### src/rtl/fix_pkg.sv
// Shared definitions for the FIX trailer generator: FSM states and the
// fixed ASCII bytes of the "10=" checksum tag.
package fix_pkg;

    typedef enum logic [3:0] {
        S_IDLE,
        S_BODY,
        S_T1,
        S_T0,
        S_TEQ,
        S_D2,
        S_D1,
        S_D0,
        S_TSOH
    } state_t;

    localparam logic [7:0] SOH_DEFAULT = 8'h01;
    localparam logic [7:0] ASC_0       = 8'h30;
    localparam logic [7:0] ASC_1       = 8'h31;
    localparam logic [7:0] ASC_EQ      = 8'h3D;

endpackage

### src/rtl/fix_int2ascii.sv
// Combinational 8-bit binary to three ASCII decimal digits using
// compare/subtract steps only.
module fix_int2ascii
    import fix_pkg::*;
(
    input  logic [7:0] i_bin,
    output logic [7:0] o_d2,
    output logic [7:0] o_d1,
    output logic [7:0] o_d0
);

    logic [1:0] w_hund;
    logic [3:0] w_tens;
    logic [7:0] w_rem;
    logic [7:0] w_units;

    always_comb begin
        w_hund = 2'd0;
        w_rem  = i_bin;
        if (i_bin >= 8'd200) begin
            w_hund = 2'd2;
            w_rem  = i_bin - 8'd200;
        end else if (i_bin >= 8'd100) begin
            w_hund = 2'd1;
            w_rem  = i_bin - 8'd100;
        end

        // Remainder is below 100, so at most nine tens can be peeled off.
        w_tens  = 4'd0;
        w_units = w_rem;
        for (int k = 0; k < 9; k++) begin
            if (w_units >= 8'd10) begin
                w_units = w_units - 8'd10;
                w_tens  = w_tens + 4'd1;
            end
        end

        o_d2 = ASC_0 + {6'd0, w_hund};
        o_d1 = ASC_0 + {4'd0, w_tens};
        o_d0 = ASC_0 + w_units;
    end

endmodule

### src/rtl/fix_trailer_gen.sv
// Passes a FIX message body through and appends the "10=NNN<SOH>" checksum
// trailer computed as the mod-256 byte sum of the body.
module fix_trailer_gen
    import fix_pkg::*;
#(
    parameter logic [7:0] SOH = SOH_DEFAULT
) (
    input  logic       clk,
    input  logic       rst,
    input  logic [7:0] in_data,
    input  logic       in_valid,
    input  logic       in_sop,
    input  logic       in_eop,
    output logic       in_ready,
    output logic [7:0] out_data,
    output logic       out_valid,
    output logic       out_last,
    input  logic       out_ready,
    output logic [7:0] checksum_o,
    output logic       err_o
);

    state_t     r_state;
    state_t     w_state_nxt;
    logic [7:0] r_sum;
    logic [7:0] r_checksum;
    logic [7:0] r_out_data;
    logic       r_out_valid;
    logic       r_out_last;
    logic       r_err;

    logic       w_slot_free;
    logic       w_in_ready;
    logic       w_accept;
    logic       w_load;
    logic       w_last;
    logic [7:0] w_byte;
    logic [7:0] w_sum_add;
    logic [7:0] w_d2;
    logic [7:0] w_d1;
    logic [7:0] w_d0;

    fix_int2ascii u_int2ascii (
        .i_bin (r_checksum),
        .o_d2  (w_d2),
        .o_d1  (w_d1),
        .o_d0  (w_d0)
    );

    assign w_slot_free = !r_out_valid || out_ready;
    assign w_accept    = in_valid && w_in_ready;
    assign w_sum_add   = r_sum + in_data;

    always_ff @(posedge clk) begin
        if (rst) r_state <= S_IDLE;
        else     r_state <= w_state_nxt;
    end

    always_comb begin
        w_state_nxt = r_state;
        w_in_ready  = 1'b0;
        w_load      = 1'b0;
        w_last      = 1'b0;
        w_byte      = 8'h00;
        case (r_state)
            S_IDLE: begin
                w_in_ready = w_slot_free;
                if (w_accept && in_sop) begin
                    w_load      = 1'b1;
                    w_byte      = in_data;
                    w_state_nxt = in_eop ? S_T1 : S_BODY;
                end
            end
            S_BODY: begin
                w_in_ready = w_slot_free;
                if (w_accept) begin
                    w_load = 1'b1;
                    w_byte = in_data;
                    if (in_eop) w_state_nxt = S_T1;
                end
            end
            S_T1:   if (w_slot_free) begin w_load = 1'b1; w_byte = ASC_1;  w_state_nxt = S_T0;  end
            S_T0:   if (w_slot_free) begin w_load = 1'b1; w_byte = ASC_0;  w_state_nxt = S_TEQ; end
            S_TEQ:  if (w_slot_free) begin w_load = 1'b1; w_byte = ASC_EQ; w_state_nxt = S_D2;  end
            S_D2:   if (w_slot_free) begin w_load = 1'b1; w_byte = w_d2;   w_state_nxt = S_D1;  end
            S_D1:   if (w_slot_free) begin w_load = 1'b1; w_byte = w_d1;   w_state_nxt = S_D0;  end
            S_D0:   if (w_slot_free) begin w_load = 1'b1; w_byte = w_d0;   w_state_nxt = S_TSOH; end
            S_TSOH: begin
                if (w_slot_free) begin
                    w_load      = 1'b1;
                    w_byte      = SOH;
                    w_last      = 1'b1;
                    w_state_nxt = S_IDLE;
                end
            end
            default: w_state_nxt = S_IDLE;
        endcase
    end

    always_ff @(posedge clk) begin
        if (rst) begin
            r_sum       <= 8'h00;
            r_checksum  <= 8'h00;
            r_out_data  <= 8'h00;
            r_out_valid <= 1'b0;
            r_out_last  <= 1'b0;
            r_err       <= 1'b0;
        end else begin
            r_err <= w_accept && (r_state == S_IDLE) && !in_sop;
            if (w_accept) begin
                if (r_state == S_IDLE) begin
                    if (in_sop) begin
                        r_sum <= in_data;
                        if (in_eop) r_checksum <= in_data;
                    end
                end else begin
                    r_sum <= w_sum_add;
                    if (in_eop) r_checksum <= w_sum_add;
                end
            end
            // Output register only changes when its current content has left.
            if (w_slot_free) begin
                r_out_valid <= w_load;
                r_out_last  <= w_last;
                if (w_load) r_out_data <= w_byte;
            end
        end
    end

    assign in_ready   = w_in_ready;
    assign out_data   = r_out_data;
    assign out_valid  = r_out_valid;
    assign out_last   = r_out_last;
    assign checksum_o = r_checksum;
    assign err_o      = r_err;

endmodule

### config.mk
export PLATFORM = sky130hd
export DESIGN_NAME = fix_trailer_gen
export DESIGN_NICKNAME = d
export VERILOG_FILES = /design/src/rtl/fix_pkg.sv /design/src/rtl/fix_int2ascii.sv /design/src/rtl/fix_trailer_gen.sv
export SDC_FILE = /design/constraint.sdc
export NUM_CORES = 1
export LEC_CHECK = 0
export ABC_AREA = 1
export BUFFER_PORTS_ARGS = -buffer_cell sky130_fd_sc_hd__buf_2
export CORE_ASPECT_RATIO = 0.8
export CORE_MARGIN = 2
export CORE_UTILIZATION = 45
export DETAILED_ROUTE_END_ITERATION = 8
export HOLD_SLACK_MARGIN = 0.02
export SLEW_MARGIN = 20
export SYNTH_ARGS = -nofsm -noshare
export SYNTH_HDL_FRONTEND = slang
export SYNTH_SLANG_ARGS = --single-unit
### constraint.sdc
create_clock -name clk -period 23.2 [get_ports clk]
set_input_delay 1.16 -clock clk [delete_from_list [all_inputs] [get_ports clk]]
set_output_delay 1.16 -clock clk [all_outputs]
set_load 0.1 [all_outputs]
### Word-level counts from Yosys, hierarchy flattened

Cells that the tools add are included.

* $add $sub $neg: 23
* multipliers: 0
* div/mod/pow operators: 0
* magnitude comparators: 11
* equal/unequal tests: 19
* shift operators: 0
* mux-type cells: 49
* bitwise gates (word level): 0
* reductions and logical operators: 14

Operator list (count)
* $mux W8: 19
* $ge A8 B4 Y1 const B: 9
* $mux W4: 18
* $pmux W8 S9: 1
* $sub A8 B4 Y8 const B: 9
* $pmux W4 S9: 1
* $add A4 B1 Y4 const B: 7
* $ne A2 B2 Y1 const B: 11
* $eq A4 B3 Y1 const B: 4
* $reduce_and A10 Y1: 1
* $add A6 B8 Y8 const A: 1
* $add A8 B8 Y8: 1
* $eq A4 B2 Y1 const B: 2
* $ge A8 B7 Y1 const B: 1
* $ge A8 B8 Y1 const B: 1
* $sub A8 B7 Y8 const B: 1
* $sub A8 B8 Y8 const B: 1
* $add A6 B2 Y7 const A: 1
* $add A6 B4 Y7 const A: 1
* $mux W1: 7
* $reduce_or A7 Y1: 1
* $eq A4 B1 Y1 const B: 1
* $eq A4 B4 Y1 const B: 1
* $logic_and A1 B1 Y1: 4
* 9 further kinds: 12

* register bits: 31
* latch bits: 0
* memory bits (writable): 0
* memory bits (read-only): 0
* bits of input ports: 14
* output and inout bits: 20
* logic and storage cells: 123
* memories kept: 0

### Longest topological paths before layout

Gate-level depths: netlist (run 1).

* depth in word-level cells: 23
* gate-level depth with buffers: 101
* depth with buffers taken out: 99

### Cells and area by module

From an unflattened synthesis (run 1), not the netlist that was laid out.

* cell total of the unflattened synthesis: 877
* area total of the unflattened synthesis: 5119.9 µm²

Modules (own cells, without submodules)
* fix_int2ascii: instances 1, cells an instance 537, area an instance 3047.9 µm², seq. area each 0.0 µm²
* fix_trailer_gen: instances 1, cells an instance 340, area an instance 2072.0 µm², seq. area each 620.6 µm²

### Worst setup path before layout (run 1)

OpenSTA, ideal clock, no wires.

* path kind: reg-to-reg
* start point: register r_checksum[3], in the netlist checksum_o[3]
* end point: register r_out_data[5], in the netlist out_data[5]
* library setup time: 0.071 ns
* arrival time: 10.008 ns
* required time: 23.129 ns
* slack: 13.121 ns
* stages on the path, launching flop included: 97
* path buffers: 4
* clock period less this slack: 10.079 ns
* cells stage by stage: dfxtp_1 > inv_1 > ha_1 > nand2_1 > nor2_4 > nand2_4 > nand3_4 > nand2_2 > nand2_2 > nand2_1 > inv_1 > ha_1 > nand2_1 > nand3b_1 > nand4_4 > nand2_1 > nand2_1 > inv_1 > (+61 left out) > nand2_2 > inv_1 > ha_1 > nand2_1 > nor2_2 > nand2_2 > nand3_4 > nand2_1 > nand2_2 > ha_1 > inv_1 > nand3_1 > nand3b_1 > nand3_1 > ha_1 > o211ai_1 > nand2_1 > a21oi_1

* longest elaborated chain between the ends: 23
* elaborated cells between the ends (all ways): 56
* those cells by class: add/sub (22); order compare (11); mux (23)

Ends and longest elaborated chain
* start: declaration: RTL line fix_trailer_gen.sv:26 `logic [7:0] r_checksum;`
* start signal: assignment: RTL line fix_trailer_gen.sv:114 `if (in_eop) r_checksum <= in_data;`
* start signal: assignment: RTL line fix_trailer_gen.sv:118 `if (in_eop) r_checksum <= w_sum_add;`
* $sub A8 B7 Y8 / $ge A8 B7 Y1 (equally long branches): RTL line fix_int2ascii.sv:25, fix_int2ascii.sv:23
* $mux W8: RTL line fix_int2ascii.sv:23 `end else if (i_bin >= 8'd100) begin`
* $mux W8: RTL line fix_int2ascii.sv:20 `if (i_bin >= 8'd200) begin`
* $sub A8 B4 Y8 / $ge A8 B4 Y1 (equally long branches): RTL line fix_int2ascii.sv:33, fix_int2ascii.sv:32
* $mux W8 / $mux W1 (equally long branches): RTL line fix_int2ascii.sv:32 `if (w_units >= 8'd10) begin`
* $sub A8 B4 Y8, or another cell as far along: RTL line fix_int2ascii.sv:33 `w_units = w_units - 8'd10;`
* $mux W8 / $mux W4 (equally long branches): RTL line fix_int2ascii.sv:32
* $sub A8 B4 Y8, or another cell as far along: RTL line fix_int2ascii.sv:33
* (+7 left out)
* $sub A8 B4 Y8, or another cell as far along: RTL line fix_int2ascii.sv:33
* $mux W8 / $mux W4 (equally long branches): RTL line fix_int2ascii.sv:32
* $sub A8 B4 Y8, or another cell as far along: RTL line fix_int2ascii.sv:33
* $mux W8 / $mux W4 (equally long branches): RTL line fix_int2ascii.sv:32
* $sub A8 B4 Y8, or another cell as far along: RTL line fix_int2ascii.sv:33
* $mux W8 / $mux W4 (equally long branches): RTL line fix_int2ascii.sv:32
* $add A6 B8 Y8 / $add A6 B4 Y7 (equally long branches): RTL line fix_int2ascii.sv:40, fix_int2ascii.sv:39
* $pmux W8 S9 (*): RTL line fix_trailer_gen.sv:65 `case (r_state)`
* end signal: assignment: RTL line fix_trailer_gen.sv:125 `if (w_load) r_out_data <= w_byte;`
* end: declaration: RTL line fix_trailer_gen.sv:27 `logic [7:0] r_out_data;`

Every way passes the cells marked *; elsewhere a longest branch is shown, timed or not.
A chain may end at the register's enable or synchronous reset.

### Worst setup path in the final report (run 1)

* start point: register r_checksum[2], in the netlist checksum_o[2]
* end point: register r_out_data[5], in the netlist out_data[5]

Same word-level chain as after synthesis.

==> impl_table.tex, run 1 <==
\begin{tabular}{lr}
\hline
Metric & Value \\
\hline
\multicolumn{2}{l}{\textbf{Setup path}} \\
\quad Delay of the slowest cell on the worst path & 410 ps \\
\quad Most frequent cell on the critical path & sky130\_fd\_sc\_hd\_\_nand2\_1 \\
\quad Critical Path Slowest Stage Cell & sky130\_fd\_sc\_hd\_\_dfxtp\_1 \\
\quad Kind of end point of the critical path & flip-flop \\
\quad Startpoint class of the critical path & flip-flop \\
\quad CP max FO & 13 \\
\quad CP required & 23400 ps \\
\quad CP Data Arrival Time & 10830 ps \\
\quad Type of the setup path with the least slack & reg -> reg \\
\multicolumn{2}{l}{\textbf{Global route}} \\
\quad Number of global-route vias before repair & 4887 \\
\quad Wire length of the first global-routing pass & 22500 um \\
\quad GR Overflow Total & 0 \\
\quad Number of antenna violations at the first check in global routing & 0 \\
\quad Maximum number of pins on one net before global-route repair & 26 \\
\quad All-Layer GR Usage & 18.7\% \\
\multicolumn{2}{l}{\textbf{Logic synthesis}} \\
\quad Number of instances in the synthesized netlist & 897 \\
\quad Post-Syn Nets & 949 \\
\quad Distinct cell type count after synthesis & 50 \\
\quad Netlist area before placement & 5830 um\^{}2 \\
\quad Area share of the largest cell type after synthesis & 14.6\% \\
\quad Fraction of registers with async set or reset after synthesis & 0\% \\
\quad Post-synthesis average cell area & 6.50 um\^{}2 \\
\quad Post-synth EDFFs & 0 \\
\quad Count of yosys warnings during synthesis & 0 \\
\quad Flip-flop cell with the highest count after synthesis & sky130\_fd\_sc\_hd\_\_dfxtp\_1 \\
\quad Cell taking the most area after synthesis & sky130\_fd\_sc\_hd\_\_nand2\_1 \\
\quad Share of the yosys chip area belonging to registers & 10.6\% \\
\quad Top post-synthesis cells by area & sky130\_fd\_sc\_hd\_\_nand2\_1 (15\%), sky130\_fd\_sc\_hd\_\_dfxtp\_1 (11\%), sky130\_fd\_sc\_hd\_\_ha\_1 (7.9\%), sky130\_fd\_sc\_hd\_\_inv\_1 (7.8\%), sky130\_fd\_sc\_hd\_\_nand2\_4 (7.3\%) \\
\quad Flops \& latches, synth & 31 \\
\multicolumn{2}{l}{\textbf{Hold path}} \\
\quad Worst min path class & reg -> reg \\
\multicolumn{2}{l}{\textbf{Placed design}} \\
\quad Number of buffer cells added on primary ports & 33 \\
\quad Routability cong. & 0.853 \\
\quad Post-DP HPWL & 10400 um \\
\multicolumn{2}{l}{\textbf{Timing}} \\
\quad Max-slew headroom at the worst pin & 58.2\% \\
\quad Final setup TNS & 0 ps \\
\quad Fmax & 94.1 MHz \\
\quad RSZ-0062 raised after global routing & no \\
\quad Max Transition Viols Final & 0 \\
\quad Setup violators final & 0 \\
\quad Final critical path time including I/O delays and setup & 10630 ps \\
\quad Slew at the pin closest to its max-slew limit & 622 ps \\
\quad Post-Route Hold Slack & 462 ps \\
\quad Clock Skew & 5.57 ps \\
\quad Post-route fraction of the period consumed by the critical path & 45.8\% \\
\quad Final Hold Vio Count & 0 \\
\multicolumn{2}{l}{\textbf{Clocking}} \\
\quad Number of setup buffers added after CTS & 0 \\
\quad Number of buffers inserted during clock tree synthesis & 5 \\
\quad Maximum root-to-sink buffer count & 2 \\
\quad Number of sinks on the clock net & 31 \\
\quad Register clock-pin slew on the reported worst setup and hold paths & 50 ps \\
\quad Clock latency at the later pin of the worst-skew pair & 280 ps \\
\quad Htree depth & 2 \\
\quad Count of hold buffers inserted by post-cts repair & 0 \\
\quad Clock Tree Root & sky130\_fd\_sc\_hd\_\_clkbuf\_16 \\
\quad TritonCTS clock tree & built \\
\quad Number of cells upsized or downsized after cts & 0 \\
\multicolumn{2}{l}{\textbf{Finish}} \\
\quad Layout cell share with drive strength beyond 1 & 25.6\% \\
\quad Number of inserted filler cells in the final layout & 1377 \\
\quad Multi-input gate area & 4430 um\^{}2 \\
\quad Sequential standard cell area & 621 um\^{}2 \\
\quad Layout Area Growth over Synthesis & 6.30\% \\
\quad Ant diodes & 0 \\
\quad Final net count & 975 \\
\multicolumn{2}{l}{\textbf{Floorplanning}} \\
\quad Initial Util & 45.7\% \\
\quad Rows & 37 \\
\quad Top-Level Pins & 34 \\
\quad Horizontal die dimension & 131 um \\
\quad Area of the die & 13900 um\^{}2 \\
\quad Die Y & 106 um \\
\quad Area of the core & 12800 um\^{}2 \\
\multicolumn{2}{l}{\textbf{Drt}} \\
\quad Wirelength, routed & 12500 um \\
\quad Via Count & 5303 \\
\quad Met3 Wirelength & 322 um \\
\quad Drt pass-1 iters & 5 \\
\quad Routed length on met1 & 7000 um \\
\quad Remaining antenna violation count & 0 \\
\quad Number of DRC markers after the initial detailed-route iteration & 276 \\
\quad Uppermost metal layer occupied by signal nets & met4 \\
\quad Average wire per cell in the routed design & 11.4 um \\
\quad Detail Route met2 WL & 5100 um \\
\quad DRC violations left & 0 \\
\quad Via-per-instance ratio & 4.83 \\
\multicolumn{2}{l}{\textbf{Run status}} \\
\quad Outcome & completed \\
\multicolumn{2}{l}{\textbf{Job}} \\
\quad Max-cap check violation count & 0 \\
\hline
\end{tabular}
area by class of cell:
cell class | instances | area share, %
multi-input cells | 696 | 71.4
flip-flops and latches | 31 | 10.0
inverters | 154 | 9.80
well taps | 175 | 3.53
repair buffers | 35 | 2.90
clock buffers | 6 | 2.24
clock inverters | 1 | 0.0807
stage by stage:
step                      util (%)  instances  area [um^2]  worst slack (ps)
after floorplan                  -        897         5830             13120
after global placement        47.4       1091         6060             12680
after detailed placement      47.4       1091         6060             12530
after CTS                     48.5       1098         6200             12480
after global routing          48.5       1098         6200             11140
final                         48.5       1098         6200             12570
cell families after synthesis:
logic type	count (synthesis)	share of synthesized area, %
DFF	31	10.6
buffers and inverters	170	13.4
adders and majority gates	38	8.28
and+or+nand+nor	549	55.8
AOI/OAI and AO/OA	91	9.14
xor gates and xnor gates	18	2.70
critical path: cells and delay by family (launching register included):
family	cells	cell delay, ps
simple gates	64	6630
flops	1	410
compound gates	2	310
buf+inv	17	1240
fa+ha+maj	11	1940
metal layers:
layer	global-route usage, %	vias to the layer above
met1	28.3	2333
met5	0	-
met4	1.79	0
li1	-	2907
met3	2.16	6
met2	29.2	57
layout by cell type, fill, tap and decap left out, drive strengths merged, types with 7 or more instances in the layout:
| cell | n |
|---|---|
| a211oi | 7 |
| a21oi | 26 |
| buf | 35 |
| dfxtp | 31 |
| ha | 37 |
| inv | 149 |
| nand2 | 340 |
| nand3 | 79 |
| nand3b | 9 |
| nand4 | 27 |
| nor2 | 83 |
| o211ai | 9 |
| o21ai | 39 |
| xor2 | 14 |
sequential cells by signal, indices dropped and copies added, names as in the netlist:
| register | flops |
|---|---|
| out_data | 8 |
| checksum_o | 8 |
| out_last | 1 |
| r_sum | 8 |
| err_o | 1 |
| r_state | 4 |
| out_valid | 1 |
cells in the mapped netlist, types with 5 or more instances:
library cell	n
sky130_fd_sc_hd__nand3_4	13
sky130_fd_sc_hd__nand3_1	58
sky130_fd_sc_hd__inv_2	22
sky130_fd_sc_hd__nand2_4	38
sky130_fd_sc_hd__inv_1	122
sky130_fd_sc_hd__nand2_2	66
sky130_fd_sc_hd__o211ai_1	9
sky130_fd_sc_hd__nor2_1	61
sky130_fd_sc_hd__a211oi_1	7
sky130_fd_sc_hd__nor2_4	10
sky130_fd_sc_hd__nor2_2	8
sky130_fd_sc_hd__xor2_1	14
sky130_fd_sc_hd__ha_1	37
sky130_fd_sc_hd__nand3b_1	9
sky130_fd_sc_hd__dfxtp_1	31
sky130_fd_sc_hd__o21ai_0	36
sky130_fd_sc_hd__nand2_1	227
sky130_fd_sc_hd__nor3_1	5
sky130_fd_sc_hd__nand4_1	26
sky130_fd_sc_hd__nand2_8	9
sky130_fd_sc_hd__a21oi_1	24
sky130_fd_sc_hd__nand3_2	8
worst paths after layout:
kind | start | endpoint | slack, ps | cells after the start
worst max-delay path | checksum_o[2]$_SDFFE_PP0P_ | out_data[5]$_SDFFE_PP0P_ | 12570 | 94
worst min-delay path | out_data[7]$_SDFFE_PP0P_ | out_data[7]$_SDFFE_PP0P_ | 460 | 2
worst max register to register | checksum_o[2]$_SDFFE_PP0P_ | out_data[5]$_SDFFE_PP0P_ | 12570 | 94
worst min register to register | out_data[7]$_SDFFE_PP0P_ | out_data[7]$_SDFFE_PP0P_ | 460 | 2
Power of run 1 is left out: the tool's default activity adds up to more than one toggle a clock period on the data nets, which glitch-free logic cannot reach.
==> run 2, diff against run 1 <==
Settings changed: ABC_AREA 1 to 0.
Clock period 23.2 ns to 9.5 ns, I/O delays scaled along.
==> run 2 against run 1 <==
Effect of this change:
- the flow now finishes with violations (negative setup slack)
- worst hold slack worse by 95 ps
- largest cell class unchanged
- cell area increased by 66%
- via count up 57%
- flip-flop and latch count stayed put
- register-to-register slack lost 15000 ps
- highest routed layer unchanged
==> impl_table.tex, run 2 <==
\begin{tabular}{lr}
\hline
Metric & Value \\
\hline
\multicolumn{2}{l}{\textbf{Run status}} \\
\quad Violations in the final reports & negative setup slack \\
\quad Outcome & finished, violations left \\
\multicolumn{2}{l}{\textbf{Global route}} \\
\quad Number of global-route vias before repair & 7791 (+59\%) \\
\quad Maximum number of pins on one net before global-route repair & 33 (+27\%) \\
\quad All-Layer GR Usage & 31.3\% (+13 points) \\
\quad GR Overflow Total & 0 (unchanged) \\
\quad Wire length of the first global-routing pass & 38000 um (+69\%) \\
\quad Number of antenna violations at the first check in global routing & 0 (unchanged) \\
\multicolumn{2}{l}{\textbf{Floorplanning}} \\
\quad Area of the core & 13500 um\^{}2 (+5.7\%) \\
\quad Area of the die & 14800 um\^{}2 (+6.2\%) \\
\quad Initial Util & 46.0\% (+0.32 points) \\
\quad Horizontal die dimension & 135 um (+3.1\%) \\
\quad Rows & 38 (+2.7\%) \\
\quad Die Y & 109 um (+3.0\%) \\
\quad Top-Level Pins & 34 (unchanged) \\
\multicolumn{2}{l}{\textbf{Setup path}} \\
\quad CP delay by family, top & simple AND/OR/NAND/NOR gates \\
\quad Critical path buffer and inverter count & 6 (-11) \\
\quad Type of the setup path with the least slack & reg -> reg \\
\quad Startpoint class of the critical path & flip-flop \\
\quad Kind of end point of the critical path & flip-flop \\
\quad Delay of the slowest cell on the worst path & 420 ps (about the same) \\
\quad CP required & 9620 ps (-13780 ps) \\
\quad CP Data Arrival Time & 11580 ps (+750 ps) \\
\quad CP max FO & 5 (-8) \\
\quad Most frequent cell on the critical path & sky130\_fd\_sc\_hd\_\_ha\_4 \\
\quad Critical Path Slowest Stage Cell & sky130\_fd\_sc\_hd\_\_or3b\_4 \\
\multicolumn{2}{l}{\textbf{Clocking}} \\
\quad Count of hold buffers inserted by post-cts repair & 0 (unchanged) \\
\quad Register clock-pin slew on the reported worst setup and hold paths & 50 ps (about the same) \\
\quad Number of sinks on the clock net & 31 (unchanged) \\
\quad Clock Tree Root & sky130\_fd\_sc\_hd\_\_clkbuf\_16 \\
\quad Clock latency at the later pin of the worst-skew pair & 280 ps (about the same) \\
\quad Maximum root-to-sink buffer count & 2 (unchanged) \\
\quad Number of buffers inserted during clock tree synthesis & 5 (unchanged) \\
\quad TritonCTS clock tree & built \\
\quad Htree depth & 2 (unchanged) \\
\multicolumn{2}{l}{\textbf{Logic synthesis}} \\
\quad Area share of the largest cell type after synthesis & 10.0\% (-4.6 points) \\
\quad Top post-synthesis cells by area & sky130\_fd\_sc\_hd\_\_dfxtp\_1 (10\%), sky130\_fd\_sc\_hd\_\_ha\_1 (7.5\%), sky130\_fd\_sc\_hd\_\_xnor2\_1 (5.1\%), sky130\_fd\_sc\_hd\_\_nor2\_1 (4.5\%), sky130\_fd\_sc\_hd\_\_nand2\_1 (4.4\%) \\
\quad Cell with the most instances after synthesis & sky130\_fd\_sc\_hd\_\_nor2\_1 \\
\quad Share of the yosys chip area belonging to registers & 10.0\% (-0.64 points) \\
\quad Flops \& latches, synth & 31 (unchanged) \\
\quad Count of yosys warnings during synthesis & 0 (unchanged) \\
\quad Post-Syn Nets & 875 (-7.8\%) \\
\quad Fraction of registers with async set or reset after synthesis & 0\% (unchanged) \\
\quad Flip-flop cell with the highest count after synthesis & sky130\_fd\_sc\_hd\_\_dfxtp\_1 \\
\quad Number of instances in the synthesized netlist & 823 (-8.2\%) \\
\quad Commonest cells in the synthesized netlist & sky130\_fd\_sc\_hd\_\_nor2\_1 (75), sky130\_fd\_sc\_hd\_\_nand2\_1 (73), sky130\_fd\_sc\_hd\_\_a21oi\_1 (54), sky130\_fd\_sc\_hd\_\_ha\_1 (37) \\
\quad Post-synthesis average cell area & 7.54 um\^{}2 (+16\%) \\
\quad Distinct cell type count after synthesis & 116 (+130\%) \\
\quad Post-synth EDFFs & 0 (unchanged) \\
\quad Cell taking the most area after synthesis & sky130\_fd\_sc\_hd\_\_dfxtp\_1 \\
\quad Netlist area before placement & 6210 um\^{}2 (+6.4\%) \\
\multicolumn{2}{l}{\textbf{Drt}} \\
\quad Via-per-instance ratio & 5.95 (+23\%) \\
\quad DRC violations left & 0 (unchanged) \\
\quad Average wire per cell in the routed design & 17.8 um (+57\%) \\
\quad Drt pass-1 iters & 5 (unchanged) \\
\quad Remaining antenna violation count & 0 (unchanged) \\
\quad Via Count & 8320 (+57\%) \\
\quad Wirelength, routed & 24900 um (+100\%) \\
\quad Number of DRC markers after the initial detailed-route iteration & 647 (+130\%) \\
\multicolumn{2}{l}{\textbf{Finish}} \\
\quad Layout cell share with drive strength beyond 1 & 50.5\% (+25 points) \\
\quad Layout Area Growth over Synthesis & 65.4\% \\
\quad Final net count & 1269 (+30\%) \\
\quad Post-route cell area & 10300 um\^{}2 (+66\%) \\
\quad Most frequent standard cell in the layout excluding fill and tap cells & sky130\_fd\_sc\_hd\_\_buf\_4 \\
\quad Most frequent cells in the layout & sky130\_fd\_sc\_hd\_\_buf\_4 (377), sky130\_fd\_sc\_hd\_\_nor2\_1 (70), sky130\_fd\_sc\_hd\_\_nand2\_1 (61) \\
\quad Ant diodes & 0 (unchanged) \\
\quad Number of inserted filler cells in the final layout & 970 (-30\%) \\
\quad Final core occ & 76.0\% (+27 points) \\
\multicolumn{2}{l}{\textbf{Placed design}} \\
\quad Number of buffer cells added on primary ports & 33 (unchanged) \\
\quad Post-DP HPWL & 17500 um (+68\%) \\
\quad Placed standard-cell area & 8940 um\^{}2 (+48\%) \\
\quad Routability cong. & 0.974 (+14\%) \\
\quad Placement Setup Slack & -1660 ps (-14190 ps) \\
\multicolumn{2}{l}{\textbf{Hold path}} \\
\quad Worst min path class & in -> reg \\
\multicolumn{2}{l}{\textbf{Timing}} \\
\quad Clock Skew & 5.34 ps (-0.230 ps) \\
\quad Final critical path time including I/O delays and setup & 11470 ps (+836 ps) \\
\quad Slew at the pin closest to its max-slew limit & 895 ps (+273 ps) \\
\quad RSZ-0062 raised after global routing & yes \\
\quad Max-slew headroom at the worst pin & 40.1\% (-18 points) \\
\quad Fmax & 87.2 MHz (-7.3\%) \\
\quad Final Hold Vio Count & 0 (unchanged) \\
\quad Final setup TNS & -14100 ps (-14100 ps) \\
\quad Final setup slack of the worst path & -1970 ps (-14540 ps) \\
\quad Max Transition Viols Final & 0 (unchanged) \\
\quad Post-route fraction of the period consumed by the critical path & 121\% (+75 points) \\
\quad Setup violators final & 8 (+8) \\
\multicolumn{2}{l}{\textbf{Job}} \\
\quad Max-cap check violation count & 0 (unchanged) \\
\hline
\end{tabular}
-- run 2: cell types whose count changed in the layout (fill, tap and decap cells not counted), moves of 16 or more --
cell	change
sky130_fd_sc_hd__inv_1	-102
sky130_fd_sc_hd__nand2_2	-56
sky130_fd_sc_hd__nor3_1	+22
sky130_fd_sc_hd__a211oi_1	+16
sky130_fd_sc_hd__ha_1	-16
sky130_fd_sc_hd__nand2_4	-35
sky130_fd_sc_hd__xnor2_1	+23
sky130_fd_sc_hd__nand3_1	-30
sky130_fd_sc_hd__nand2_1	-166
sky130_fd_sc_hd__a21oi_1	+27
sky130_fd_sc_hd__buf_4	+375
-- run 2: per-layer routing --
layer	part of all wire (%)	global-route usage, %
met4	2.0	7.14
met5	0	0
met3	6.0	3.77
met2	46	50.4
met1	46	44.8
-- run 2: cell type report --
class / instances / area, um^2 / area share [%]
multi-input cells: 722 / 5940 / 57.8
repair buffers: 425 / 3180 / 31.0
flip-flops and latches: 31 / 638 / 6.21
well taps: 180 / 225 / 2.19
clock buffers: 8 / 156 / 1.52
inverters: 32 / 128 / 1.24
-- run 2: worst register-to-register path: cells and delay by family (launching register included) --
| kind | cells | cell delay (ps) |
|---|---|---|
| compound gates | 12 | 2210 |
| mux | 6 | 1730 |
| xor+xnor | 4 | 660 |
| buf+inv | 6 | 440 |
| fa+ha+maj | 11 | 1870 |
| simple gates | 29 | 4060 |
| flops | 1 | 340 |
-- run 2: logic make-up (layout without fill, tap and decap cells) --
group,after synthesis,after routing,share of synthesized area [%]
compound gates,290,290,37.1
mux,24,24,4.29
xor+xnor,52,52,8.24
fa+ha+maj,38,38,7.78
flops,31,31,10.0
buf+inv,70,465,5.44
simple gates,318,318,27.2
-- run 2: path summary, 6_finish.rpt --
check / start / end / slack [ps] / cells after the start
worst min-delay path: in_sop / err_o$_SDFF_PP0_ / 370 / 2
worst min register to register: out_last$_SDFFE_PP0N_ / out_last$_SDFFE_PP0N_ / 490 / 2
worst max register to register: checksum_o[2]$_SDFFE_PP0P_ / out_data[5]$_SDFFE_PP0P_ / -1970 / 68
worst max-delay path: checksum_o[2]$_SDFFE_PP0P_ / out_data[5]$_SDFFE_PP0P_ / -1970 / 68
-- run 2: stage by stage --
stage | hold slack [ps] | std cells
global route | 387 | 1398
CTS | 365 | 1377
finish | 367 | 1398
detailed placement | 475 | 1294
floorplan | 472 | 823
global placement | 469 | 1294
-- run 2: repair_timing --
action / CTS / global route
resized for setup: 32 / 60
endpoints found under the setup margin: 8 / 8
hold endpoints to repair: 0 / 0
pin swaps: 25 / 63
setup buffers: 75 / 27
gates cloned: 0 / 0
Power of run 2 is left out for the same reason.
==> run 3, diff against run 2 <==
Settings changed: CTS_BUF_LIST set to sky130_fd_sc_hd__clkbuf_8.
==> run 3 against run 2 <==
Effect of this change:
- the run still ends with negative setup slack left
- wire length shrank 11%
- clock skew down 0.53 ps
- utilization is 4.6 points lower
- global-route usage decreased by 2.1 points
- flip-flop and latch count stayed put
- fmax is 2.3% higher
- worst hold slack lost 13 ps
- first-iteration DRC count shrank 5.4%
==> impl_table.tex, run 3 (same netlist as run 2, synthesis figures left out) <==
\begin{tabular}{lr}
\hline
Metric & Value \\
\hline
\multicolumn{2}{l}{\textbf{Drt}} \\
\quad Wirelength, routed & 22200 um (-11\%) \\
\quad Remaining antenna violation count & 0 (unchanged) \\
\quad Number of DRC markers after the initial detailed-route iteration & 612 (-5.4\%) \\
\quad Drt pass-1 iters & 5 (unchanged) \\
\quad DRC violations left & 0 (unchanged) \\
\quad Via-per-instance ratio & 5.86 (-1.5\%) \\
\quad Via Count & 7861 (-5.5\%) \\
\quad Average wire per cell in the routed design & 16.5 um (-7.1\%) \\
\multicolumn{2}{l}{\textbf{Global route}} \\
\quad GR Overflow Total & 0 (unchanged) \\
\quad All-Layer GR Usage & 29.2\% (-2.1 points) \\
\quad Number of antenna violations at the first check in global routing & 0 (unchanged) \\
\quad Wire length of the first global-routing pass & 35500 um (-6.5\%) \\
\quad Number of global-route vias before repair & 7319 (-6.1\%) \\
\quad Maximum number of pins on one net before global-route repair & 33 (unchanged) \\
\multicolumn{2}{l}{\textbf{Floorplanning}} \\
\quad Top-Level Pins & 34 (unchanged) \\
\quad Initial Util & 46.0\% (unchanged) \\
\quad Area of the core & 13500 um\^{}2 (unchanged) \\
\quad Horizontal die dimension & 135 um (unchanged) \\
\quad Rows & 38 (unchanged) \\
\quad Area of the die & 14800 um\^{}2 (unchanged) \\
\quad Die Y & 109 um (unchanged) \\
\multicolumn{2}{l}{\textbf{Timing}} \\
\quad Max-slew headroom at the worst pin & 44.0\% (+3.9 points) \\
\quad Final critical path time including I/O delays and setup & 11210 ps (-254 ps) \\
\quad Final setup slack of the worst path & -1710 ps (+254 ps) \\
\quad Max Transition Viols Final & 0 (unchanged) \\
\quad Setup violators final & 8 (unchanged) \\
\quad Clock Skew & 4.81 ps (-0.530 ps) \\
\quad Fmax & 89.2 MHz (+2.3\%) \\
\quad Post-route fraction of the period consumed by the critical path & 118\% (-2.7 points) \\
\quad Slew at the pin closest to its max-slew limit & 837 ps (-58.8 ps) \\
\quad Final Hold Vio Count & 0 (unchanged) \\
\quad RSZ-0062 raised after global routing & yes \\
\multicolumn{2}{l}{\textbf{Setup path}} \\
\quad Startpoint class of the critical path & flip-flop \\
\quad Critical register-to-register path startpoint & checksum\_o[2]\$\_SDFFE\_PP0P\_ \\
\quad Most frequent cell on the critical path & sky130\_fd\_sc\_hd\_\_ha\_4 \\
\quad CP required & 9640 ps (+20 ps) \\
\quad Type of the setup path with the least slack & reg -> reg \\
\quad CP max FO & 5 (unchanged) \\
\quad CP Data Arrival Time & 11350 ps (-230 ps) \\
\quad Delay of the slowest cell on the worst path & 480 ps (+60 ps) \\
\quad Origin of the worst setup path & checksum\_o[2]\$\_SDFFE\_PP0P\_ \\
\quad Critical path buffer and inverter count & 5 (-1) \\
\quad Kind of end point of the critical path & flip-flop \\
\quad Critical Path Slowest Stage Cell & sky130\_fd\_sc\_hd\_\_o311ai\_0 \\
\quad CP delay by family, top & simple AND/OR/NAND/NOR gates \\
\multicolumn{2}{l}{\textbf{Placed design}} \\
\quad Number of buffer cells added on primary ports & 33 (unchanged) \\
\quad Routability cong. & 0.974 (unchanged) \\
\quad Post-DP HPWL & 17500 um (unchanged) \\
\multicolumn{2}{l}{\textbf{Clocking}} \\
\quad Register clock-pin slew on the reported worst setup and hold paths & 70 ps (+20 ps) \\
\quad TritonCTS clock tree & built \\
\quad Htree depth & 2 (unchanged) \\
\quad Number of sinks on the clock net & 31 (unchanged) \\
\quad Number of buffers inserted during clock tree synthesis & 5 (unchanged) \\
\quad Clock Tree Root & sky130\_fd\_sc\_hd\_\_clkbuf\_8 \\
\quad Clock latency at the later pin of the worst-skew pair & 290 ps (about the same) \\
\quad Maximum root-to-sink buffer count & 2 (unchanged) \\
\multicolumn{2}{l}{\textbf{Finish}} \\
\quad Most frequent cells in the layout & sky130\_fd\_sc\_hd\_\_buf\_4 (323), sky130\_fd\_sc\_hd\_\_nor2\_1 (71), sky130\_fd\_sc\_hd\_\_nand2\_1 (64) \\
\quad Ant diodes & 0 (unchanged) \\
\quad Layout Area Growth over Synthesis & 55.3\% \\
\quad Layout cell share with drive strength beyond 1 & 46.8\% (-3.7 points) \\
\quad Final net count & 1212 (-4.5\%) \\
\quad Most frequent standard cell in the layout excluding fill and tap cells & sky130\_fd\_sc\_hd\_\_buf\_4 \\
\quad Final core occ & 71.4\% (-4.6 points) \\
\quad Number of inserted filler cells in the final layout & 1088 (+12\%) \\
\multicolumn{2}{l}{\textbf{Hold path}} \\
\quad Min-delay src & in\_sop \\
\quad Worst min path class & in -> reg \\
\multicolumn{2}{l}{\textbf{Run status}} \\
\quad Outcome & finished, violations left \\
\quad Violations in the final reports & negative setup slack \\
\multicolumn{2}{l}{\textbf{Job}} \\
\quad Max-cap check violation count & 0 (unchanged) \\
\hline
\end{tabular}
-- run 3: per-layer routing --
| metal | wire, um | up-vias | GRT usage, % |
|---|---|---|---|
| met5 | 0 | - | 0 |
| met4 | 208 | 0 | 4.54 |
| met3 | 1310 | 27 | 3.11 |
| met2 | 9970 | 298 | 46.7 |
| met1 | 10700 | 3727 | 43.2 |
| li1 | - | 3809 | - |
-- run 3: metrics by stage --
stage	setup TNS (ps)	cells	worst slack [ps]	hold WS (ps)	instance area, um^2
2_1_floorplan	-19200	823	-2720	472	6560
3_3_place_gp	-9820	1294	-1360	469	8940
3_5_place_dp	-12180	1294	-1660	475	8940
4_1_cts	-9780	1331	-1460	347	9410
5_1_grt	-14990	1341	-2100	372	9640
6_report	-11660	1341	-1710	353	9640
-- run 3: path summary, 6_finish.rpt --
path | to | slack (ps) | cells after the start
max | out_data[5]$_SDFFE_PP0P_ | -1710 | 62
min | err_o$_SDFF_PP0_ | 350 | 2
max reg2reg | out_data[5]$_SDFFE_PP0P_ | -1710 | 62
min reg2reg | out_last$_SDFFE_PP0N_ | 500 | 2
-- run 3: area by class of cell --
| class | instances | area, um^2 | share of cell area (%) |
|---|---|---|---|
| clock inverter | 1 | 3.75 | 0.0389 |
| clock buffer | 7 | 96.3 | 0.999 |
| timing repair buffer | 368 | 2760 | 28.6 |
| inverter | 32 | 128 | 1.32 |
| multi-input combinational | 722 | 5790 | 60.1 |
| tap | 180 | 225 | 2.34 |
| sequential | 31 | 638 | 6.62 |
-- run 3: timing repair --
action,in CTS,in global routing
pin swaps,23,13
hold buffers,0,0
buffers inserted,29,11
resized for setup,32,31
setup endpoints to repair,8,8
-- run 3: worst register-to-register path, delay by kind of cell (launching register included) --
kind	cells	cell delay (ps)
AOI/OAI and AO/OA	14	2840
xor gates and xnor gates	5	810
adders and majority gates	10	1790
buffers and inverters	5	440
DFF	1	350
muxes	4	1140
and+or+nand+nor	24	3720
Power of run 3 is left out for the same reason.
